===== src/rtl/gtxe2_chnl_tx_oob_seq.sv =====
// SATA/SAS out-of-band burst sequencer: 10b-encoded ALIGN bursts separated by electrical-idle gaps.
// COMSAS support is compiled in only when GTXE2_OOB_COMSAS_EN is defined.
module gtxe2_chnl_tx_oob_seq #(
   parameter int unsigned WIDTH       = 20,
   parameter int unsigned BURST_NUM   = 6,
   parameter int unsigned BURST_UI    = 160,
   parameter int unsigned INIT_GAP_UI = 480,
   parameter int unsigned WAKE_GAP_UI = 160,
   parameter int unsigned SAS_GAP_UI  = 1440
) (
   input  logic             clk,
   input  logic             reset_n,
   input  logic             cominit,
   input  logic             comwake,
   input  logic             comsas,
   input  logic             disparity,
   output logic [WIDTH-1:0] outdata,
   output logic             outval,
   output logic             idle,
   output logic             busy,
   output logic             TXCOMFINISH
);

`ifdef GTXE2_OOB_COMSAS_EN
   localparam bit SAS_EN = 1'b1;
`else
   localparam bit SAS_EN = 1'b0;
`endif

   localparam int unsigned BURST_WORDS = BURST_UI / WIDTH;
   localparam int unsigned INIT_WORDS  = INIT_GAP_UI / WIDTH;
   localparam int unsigned WAKE_WORDS  = WAKE_GAP_UI / WIDTH;
   localparam int unsigned SAS_WORDS   = SAS_GAP_UI / WIDTH;

   localparam int unsigned MAX_A     = (BURST_WORDS > INIT_WORDS) ? BURST_WORDS : INIT_WORDS;
   localparam int unsigned MAX_B     = (MAX_A > WAKE_WORDS) ? MAX_A : WAKE_WORDS;
   localparam int unsigned MAX_WORDS = (SAS_EN && (SAS_WORDS > MAX_B)) ? SAS_WORDS : MAX_B;
   localparam int unsigned CNT_W     = $clog2(MAX_WORDS) + 1;
   localparam int unsigned BCNT_W    = $clog2(BURST_NUM) + 1;

   localparam bit PARAM_OK = ((WIDTH == 20) || (WIDTH == 40))
      && (BURST_NUM >= 1) && (BURST_NUM <= 15)
      && (BURST_UI > 0) && (BURST_UI % WIDTH == 0) && (BURST_UI % 40 == 0)
      && (INIT_GAP_UI > 0) && (INIT_GAP_UI % WIDTH == 0)
      && (WAKE_GAP_UI > 0) && (WAKE_GAP_UI % WIDTH == 0)
      && (!SAS_EN || ((SAS_GAP_UI > 0) && (SAS_GAP_UI % WIDTH == 0)));

   if (!PARAM_OK) begin : g_param_check
      $fatal(1, "gtxe2_chnl_tx_oob_seq: unsupported parameter set");
   end

   localparam logic [9:0] K28_5_RDN = 10'b0011111010;
   localparam logic [9:0] K28_5_RDP = 10'b1100000101;
   localparam logic [9:0] D10_2     = 10'b0101010101;
   localparam logic [9:0] D27_3_RDN = 10'b1101100011;
   localparam logic [9:0] D27_3_RDP = 10'b0010011100;

   typedef enum logic [1:0] {StIdle, StBurst, StGap, StFinish} state_e;
   typedef enum logic [1:0] {TyInit, TyWake, TySas} seq_e;

   state_e            r_state, w_state_d;
   seq_e              r_type, w_type_d;
   logic              r_disp, w_disp_d;
   logic [CNT_W-1:0]  r_cnt, w_cnt_d, w_gap_last;
   logic [BCNT_W-1:0] r_bcnt, w_bcnt_d;
   logic              w_sas_req;
   logic [39:0]       w_align;
   logic [WIDTH-1:0]  w_word;

   assign w_sas_req = SAS_EN & comsas;

   always_comb begin
      case (r_type)
         TyWake:  w_gap_last = CNT_W'(WAKE_WORDS - 1);
         TySas:   w_gap_last = CNT_W'(SAS_WORDS - 1);
         default: w_gap_last = CNT_W'(INIT_WORDS - 1);
      endcase
   end

   always_comb begin
      w_state_d = r_state;
      w_type_d  = r_type;
      w_disp_d  = r_disp;
      w_cnt_d   = r_cnt;
      w_bcnt_d  = r_bcnt;
      case (r_state)
         StIdle: begin
            if (cominit || comwake || w_sas_req) begin
               w_state_d = StBurst;
               w_type_d  = cominit ? TyInit : (comwake ? TyWake : TySas);
               w_disp_d  = disparity;
               w_cnt_d   = '0;
               w_bcnt_d  = '0;
            end
         end
         StBurst: begin
            if (r_cnt == CNT_W'(BURST_WORDS - 1)) begin
               w_state_d = StGap;
               w_cnt_d   = '0;
            end else begin
               w_cnt_d = r_cnt + 1'b1;
            end
         end
         StGap: begin
            if (r_cnt == w_gap_last) begin
               w_cnt_d = '0;
               if (r_bcnt == BCNT_W'(BURST_NUM - 1)) begin
                  w_state_d = StFinish;
               end else begin
                  w_state_d = StBurst;
                  w_bcnt_d  = r_bcnt + 1'b1;
               end
            end else begin
               w_cnt_d = r_cnt + 1'b1;
            end
         end
         default: w_state_d = StIdle;
      endcase
   end

   // Disparity returns to its start value at every ALIGN boundary, so only the start value matters.
   assign w_align = {w_disp_d ? D27_3_RDN : D27_3_RDP, D10_2, D10_2,
                     w_disp_d ? K28_5_RDP : K28_5_RDN};

   if (WIDTH == 40) begin : g_w40
      assign w_word = w_align;
   end else begin : g_w20
      assign w_word = w_cnt_d[0] ? w_align[39:20] : w_align[19:0];
   end

   always_ff @(posedge clk or negedge reset_n) begin
      if (!reset_n) begin
         r_state     <= StIdle;
         r_type      <= TyInit;
         r_disp      <= 1'b0;
         r_cnt       <= '0;
         r_bcnt      <= '0;
         outdata     <= '0;
         outval      <= 1'b0;
         idle        <= 1'b0;
         busy        <= 1'b0;
         TXCOMFINISH <= 1'b0;
      end else begin
         r_state     <= w_state_d;
         r_type      <= w_type_d;
         r_disp      <= w_disp_d;
         r_cnt       <= w_cnt_d;
         r_bcnt      <= w_bcnt_d;
         outdata     <= (w_state_d == StBurst) ? w_word : '0;
         outval      <= (w_state_d == StBurst);
         idle        <= (w_state_d == StGap);
         busy        <= (w_state_d == StBurst) || (w_state_d == StGap);
         TXCOMFINISH <= (w_state_d == StFinish);
      end
   end

endmodule


===== config.mk =====
export PLATFORM = sky130hd
export DESIGN_NAME = gtxe2_chnl_tx_oob_seq
export DESIGN_NICKNAME = d
export VERILOG_FILES = /design/src/rtl/gtxe2_chnl_tx_oob_seq.sv
export SDC_FILE = /design/constraint.sdc
export NUM_CORES = 1
export LEC_CHECK = 0
export ABC_AREA = 1
export CORE_MARGIN = 8
export CORE_UTILIZATION = 33
export DETAILED_ROUTE_END_ITERATION = 8
export PLACE_DENSITY = 0.65
export SLEW_MARGIN = 20
export SYNTH_ARGS = -nofsm -noshare
export SYNTH_HDL_FRONTEND = slang
export SYNTH_SLANG_ARGS = --single-unit
export TNS_END_PERCENT = 10

===== constraint.sdc =====
create_clock -name clk -period 2.3 [get_ports clk]
set_input_delay 0.46 -clock clk [delete_from_list [all_inputs] [get_ports clk]]
set_output_delay 0.46 -clock clk [all_outputs]
set_load 0.05 [all_outputs]

# Word-level counts from Yosys, hierarchy flattened
# Index checks and enable logic that the tools add are counted.
[totals]
out_inout_bits = 24
romBits = 0
mem_count = 0
ramBits = 0
inputBits = 6
elab_cells = 57
latchBits = 0
regBits = 39
[op_classes]
n_bitwise = 0
reduce_logical = 9
n_div = 0
n_mux = 22
n_addsub = 2
n_mul = 0
eq_ne = 13
shift = 0
n_lt_le_gt_ge = 0
[op_table]
columns = ["op", "count"]
rows = [
  ["20-bit two-way mux", 2],
  ["10-bit two-way mux", 2],
  ["6-bit two-way mux", 3],
  ["6-bit case mux with 3 select lines", 1],
  ["2-bit two-way mux", 6],
  ["4-bit two-way mux", 3],
  ["2-bit == test (second input constant)", 4],
  ["4-bit case mux with 2 select lines", 1],
  ["6-bit by 1-bit adder with 6-bit output (second input constant)", 1],
  ["2-bit by 1-bit == test with 1-bit output (second input constant)", 3],
  ["6-bit by 3-bit == test with 1-bit output (second input constant)", 1],
  ["6-bit by 5-bit == test with 1-bit output", 1],
  ["2-bit inequality test (second input constant)", 3],
  ["2-bit case mux with 3 select lines", 1],
  ["5-bit two-way mux", 1],
  ["4-bit by 1-bit adder with 4-bit output (second input constant)", 1],
  ["4-bit by 3-bit == test with 1-bit output (second input constant)", 1],
  ["2-bit AND reduction", 2],
  ["4-bit AND reduction", 1],
  ["3-bit nonzero test", 1],
  ["2-bit zero test", 1],
  ["1-bit logical OR", 2],
  ["1-bit two-way mux", 2],
  ["2-bit nonzero test", 1],
  ["2-bit OR reduction", 1],
]

# Longest topological paths before layout
# Gate-level depths: netlist of run 1.
[logic_depth]
ltp_word = 8
mapped_depth = 11
mapped_depth_nobuf = 11

# Least setup slack after synthesis of run 1
# OpenSTA, ideal clock, no wires.
[synth_path]
path_kind = "register -> register"
startpoint = "register r_cnt[0]"
endpoint = "register outdata[15]"
n_path_buf = 0
slack_ps = 593
setup_time_ps = 121
synth_period_minus_slack_ps = 1707
t_required_ps = 2179
stages_incl_launch_ff = 10
t_arrival_ps = 1586
path_cell_list = "dfrtp_1 > ha_1 > nand2_2 > nor2_4 > nand2_1 > nand2_1 > nand3_1 > ha_1 > inv_1 > nor2_1"
[synth_between]
elab_chain_len = 5
elab_cells_between_ends = 13
classes_between = "add/sub: 1; eq/ne: 3; mux: 9"
[synth_lines]
columns = ["item", "line", "source"]
rows = [
  ["start: declaration", "64", "logic [CNT_W-1:0] r_cnt, w_cnt_d, w_gap_last;"],
  ["start signal: assignment", "147", "r_cnt <= w_cnt_d;"],
  ["6-bit by 5-bit == test with 1-bit output or 6-bit by 3-bit == test with 1-bit output (tied branches)", "105, 97", ""],
  ["2-bit two-way mux, on equally long branches", "105, 97", ""],
  ["2-bit case mux with 3 select lines (*)", "86", "case (r_state)"],
  ["net w_state_d[0]", "61", "state_e r_state, w_state_d;"],
  ["2-bit by 1-bit == test with 1-bit output (*)", "149", "outdata <= (w_state_d == StBurst) ? w_word : '0;"],
  ["20-bit two-way mux (*)", "149", ""],
  ["end signal: assignment", "149", ""],
  ["end: declaration", "17", "output logic [WIDTH-1:0] outdata,"],
]
# Mark *: on every way through the listed nets, which the timed path passes. The rest lies on a longest branch. The select of a mux whose other input is x is not followed.
# A chain may end at the register's enable or synchronous reset.

# Worst setup path in the final report of run 1
[layout_path]
startpoint = "register r_cnt[0]"
endpoint = "register outdata[14]"
[layout_between]
elab_chain_len = 5
elab_cells_between_ends = 13
classes_between = "add/sub: 1; eq/ne: 3; mux: 9"
[layout_lines]
columns = ["item", "line", "source"]
rows = [
  ["6-bit by 1-bit adder with 6-bit output (tied with other cells)", "101, 114", ""],
  ["6-bit two-way mux (tied with other cells)", "105", "if (r_cnt == w_gap_last) begin"],
  ["6-bit case mux with 3 select lines or 2-bit case mux with 3 select lines (tied branches)", "86", ""],
  ["20-bit two-way mux or 2-bit by 1-bit == test with 1-bit output (tied branches)", "128, 149", ""],
  ["20-bit two-way mux (*)", "149", ""],
]
# Every way passes the cells marked *; elsewhere a longest branch is shown, timed or not. The select of a mux whose other input is x is not followed.

==> impl_metrics.yaml, run 1 <==
power:
  p_leak_nw: 0.831
  internal_power_w: 0.000605
  power_w: 0.000759
  power_frac_seq_pct: 62.5
  clkPwrFrac_pct: 34.9
  switching_share_pct: 20.2
  combPwrFrac_pct: 2.6
  power.switching_w: 0.000154
  p_per_area_nw_per_um2: 428
  ir_drop_v: 0.000393
sta:
  fmax_mhz: 504
  hold_slack_ps: 528
  report.final.slew_viol_count: 0
  rsz0062_at_grt: "false"
  min_period_over_period_pct: 86.3
  finalClockSkew_ps: 3.57
  finalSetupTns_ps: 0
  worst_slew_pin_slew_ps: 517
  hold_violations: 0
  period_needed_ps: 1980
  max_slew_margin_pct: 65.4
  setup_viol_count_final: 0
grt:
  overflow: 0
  grt_max_degree: 28
  grt_pass1_vias: 998
  grt_pass1_wl_um: 4450
  grtUsageTotal_pct: 8.33
  antenna_found_initial: 0
die:
  core_sq_um: 4290
  pin_count: 30
  start_util_pct: 33.8
  rows: 24
  die_w_um: 82.3
  dieArea_sq_um: 6780
  die_y_um: 82.3
flow_run:
  maxCapViolations: 0
clocking:
  clkSinkCount: 27
  ctsHoldBuffers: 0
  ctsResizeCount: 0
  max-clock-path-buffers: 2
  ctsHtreeMaxLevel: 1
  cts_setup_buffers: 0
  cts.reportedPaths.clkPinSlew_ps: 90
  cts_buffers: 3
  cts-root-buf: "clkbuf_8"
  cts_tree: "built"
  clock_latency_ps: 270
worst_hold_path:
  min_from: "r_cnt[1]"
  min_path_cells: 2
  holdCritPathClass: "reg2reg"
detailed_routing:
  wl_um: 2580
  num_vias: 996
  via_per_inst: 4.27
  drt-initial-drc-count: 62
  drt_first_pass_iters: 4
  wl_per_cell_um: 11.1
  drc: 0
  ant_nets: 0
outcome:
  status: "finished clean"
synthesis:
  ys_top_cells_by_count: "nand2_1, dfrtp_1, inv_1"
  synthesis.instances: 158
  synth_edf_count: 0
  ys_types: 27
  synth-seq-area-share_pct: 46.5
  synth_top_area_share_pct: 46.5
  syn_nets: 170
  yosys-top-cells-area: "dfrtp_1, nand2_1, buf_4"
  synth.most_common_cell: "nand2_1"
  ys_seq_elements: 27
  synth_area_per_cell_sq_um: 9.19
  ys.flop_type: "dfrtp_1"
  ys_warn_count: 0
  synth.cell_area_sq_um: 1450
  ys_async_sr_fraction_pct: 100
  yosysTopAreaCell: "dfrtp_1"
cells_and_area:
  area_delta_synth_final_pct: 22.2
  final_util_pct: 41.3
  nets: 194
  drive_gt1_share_pct: 16.6
  diodes: 0
setup_path:
  crit_chain: "ha_1 -> nand2_2 -> nor2_4 -> nand3_1 -> nand2_1 -> inv_1 -> nor2_1 -> ha_1 -> inv_1 -> a21oi_1"
  critPathLaunchType: "flop"
  timing.rr.start: "r_cnt[0]"
  worstPathRequired_ps: 2500
  crit_path_max_incr_delay_ps: 470
  crit_path_max_fanout: 6
  r2r_cells: 10
  crit_arrival_ps: 2180
  rrSetupSlack_ps: 320
  worstSetupPathType: "reg2reg"
  crit_start: "r_cnt[0]"
  crit_end: "outdata[14]"
  slowest_stage: "dfrtp_1"
  end_kind: "flop"
  r2r-end: "outdata[14]"
placement:
  dp.final_hpwl_um: 2040
  gp_congestion: 0.806
  io_buffer_count: 28
layout by cell type (no fill, tap or decap), types with 2 or more instances in the layout:
master           count
nand2_1             28
clkdlybuf4s50_1     28
dfrtp_1             27
inv_1               23
nor2_1              12
nand3_1              6
ha_1                 6
a21oi_1              5
nand2_2              4
inv_2                3
nor2_4               3
o21ai_0              3
nand4_1              3
xor2_1               3
clkbuf_8             3
buf_4                3
nor2_2               2
o21ai_4              2
nand3_2              2
nand2_4              2
nor3_2               2
o21ai_1              2
o31ai_1              2
metal layers:
layer / vias up / track usage (%) / share of wire, %
li1: 526 / - / -
met1: 451 / 9.49 / 45
met2: 17 / 14.6 / 48
met3: 2 / 2.81 / 6.3
met4: 0 / 2.11 / 0.54
met5: - / 0 / 0
final cells by class:
| type | count | area [sq um] |
|---|---|---|
| fillers | 428 | 2520 |
| flip-flops and latches | 27 | 676 |
| multi-input cells | 92 | 583 |
| repair buffers | 31 | 303 |
| inverters | 27 | 104 |
| well taps | 52 | 65.1 |
| clock buffers | 4 | 45.0 |
critical path, delay by kind of cell (launching register included):
family                   cells  cell delay [ps]
adder cells (fa/ha/maj)      2              490
flip-flops                   1              470
AO/OA/AOI/OAI                1              130
AND/OR/NAND/NOR              5              640
buffers and inverters        2              190
flip-flops by register name, indices dropped and copies added, names as in the netlist:
| register | cells |
|---|---|
| TXCOMFINISH | 1 |
| outval | 1 |
| r_state | 2 |
| busy | 1 |
| r_disp | 1 |
| r_cnt | 6 |
| r_type | 2 |
| idle | 1 |
| r_bcnt | 4 |
| outdata | 8 |
cells by family after synthesis:
family | Yosys count | synth area share (%)
and+or+nand+nor | 68 | 25.8
AOI/OAI and AO/OA | 15 | 7.41
buffers and inverters | 39 | 13.4
DFF | 27 | 46.5
adders and majority gates | 6 | 5.17
xor gates and xnor gates | 3 | 1.81
power by group through the flow:
stage / Sequential, W / Combinational (W) / Clock [W]
after global placement: 0.000484 / 0.0000211 / 0
after detailed placement: 0.000484 / 0.0000211 / 0
after CTS: 0.000474 / 0.0000211 / 0.000276
after global routing: 0.000474 / 0.0000227 / 0.000298
after floorplan: 0.000484 / 0.000000575 / 0
final: 0.000474 / 0.0000198 / 0.000265
worst min path at each step:
stage / to
2_1_floorplan: TXCOMFINISH
3_3_place_gp: r_cnt[1]
3_5_place_dp: r_cnt[1]
4_1_cts: r_type[1]
5_1_grt: r_type[1]
6_report: r_cnt[1]
per-stage QoR:
step / cells / cell area, sq um / setup WS [ps]
after floorplan: 158 / 1450 / 593
after CTS: 233 / 1780 / 299
after global placement: 229 / 1730 / 353
after global routing: 233 / 1780 / 113
after detailed placement: 229 / 1730 / 330
final: 233 / 1780 / 316
No activity file was read; power rests on OpenSTA's default activity.
==> inputs of run 2 (changes only) <==
- CTS_CLUSTER_SIZE: unset -> 24
- SKIP_CTS_REPAIR_TIMING: unset -> 1
==> results of run 2 <==
The final DEF is identical to that of run 1; final timing and power are the same.
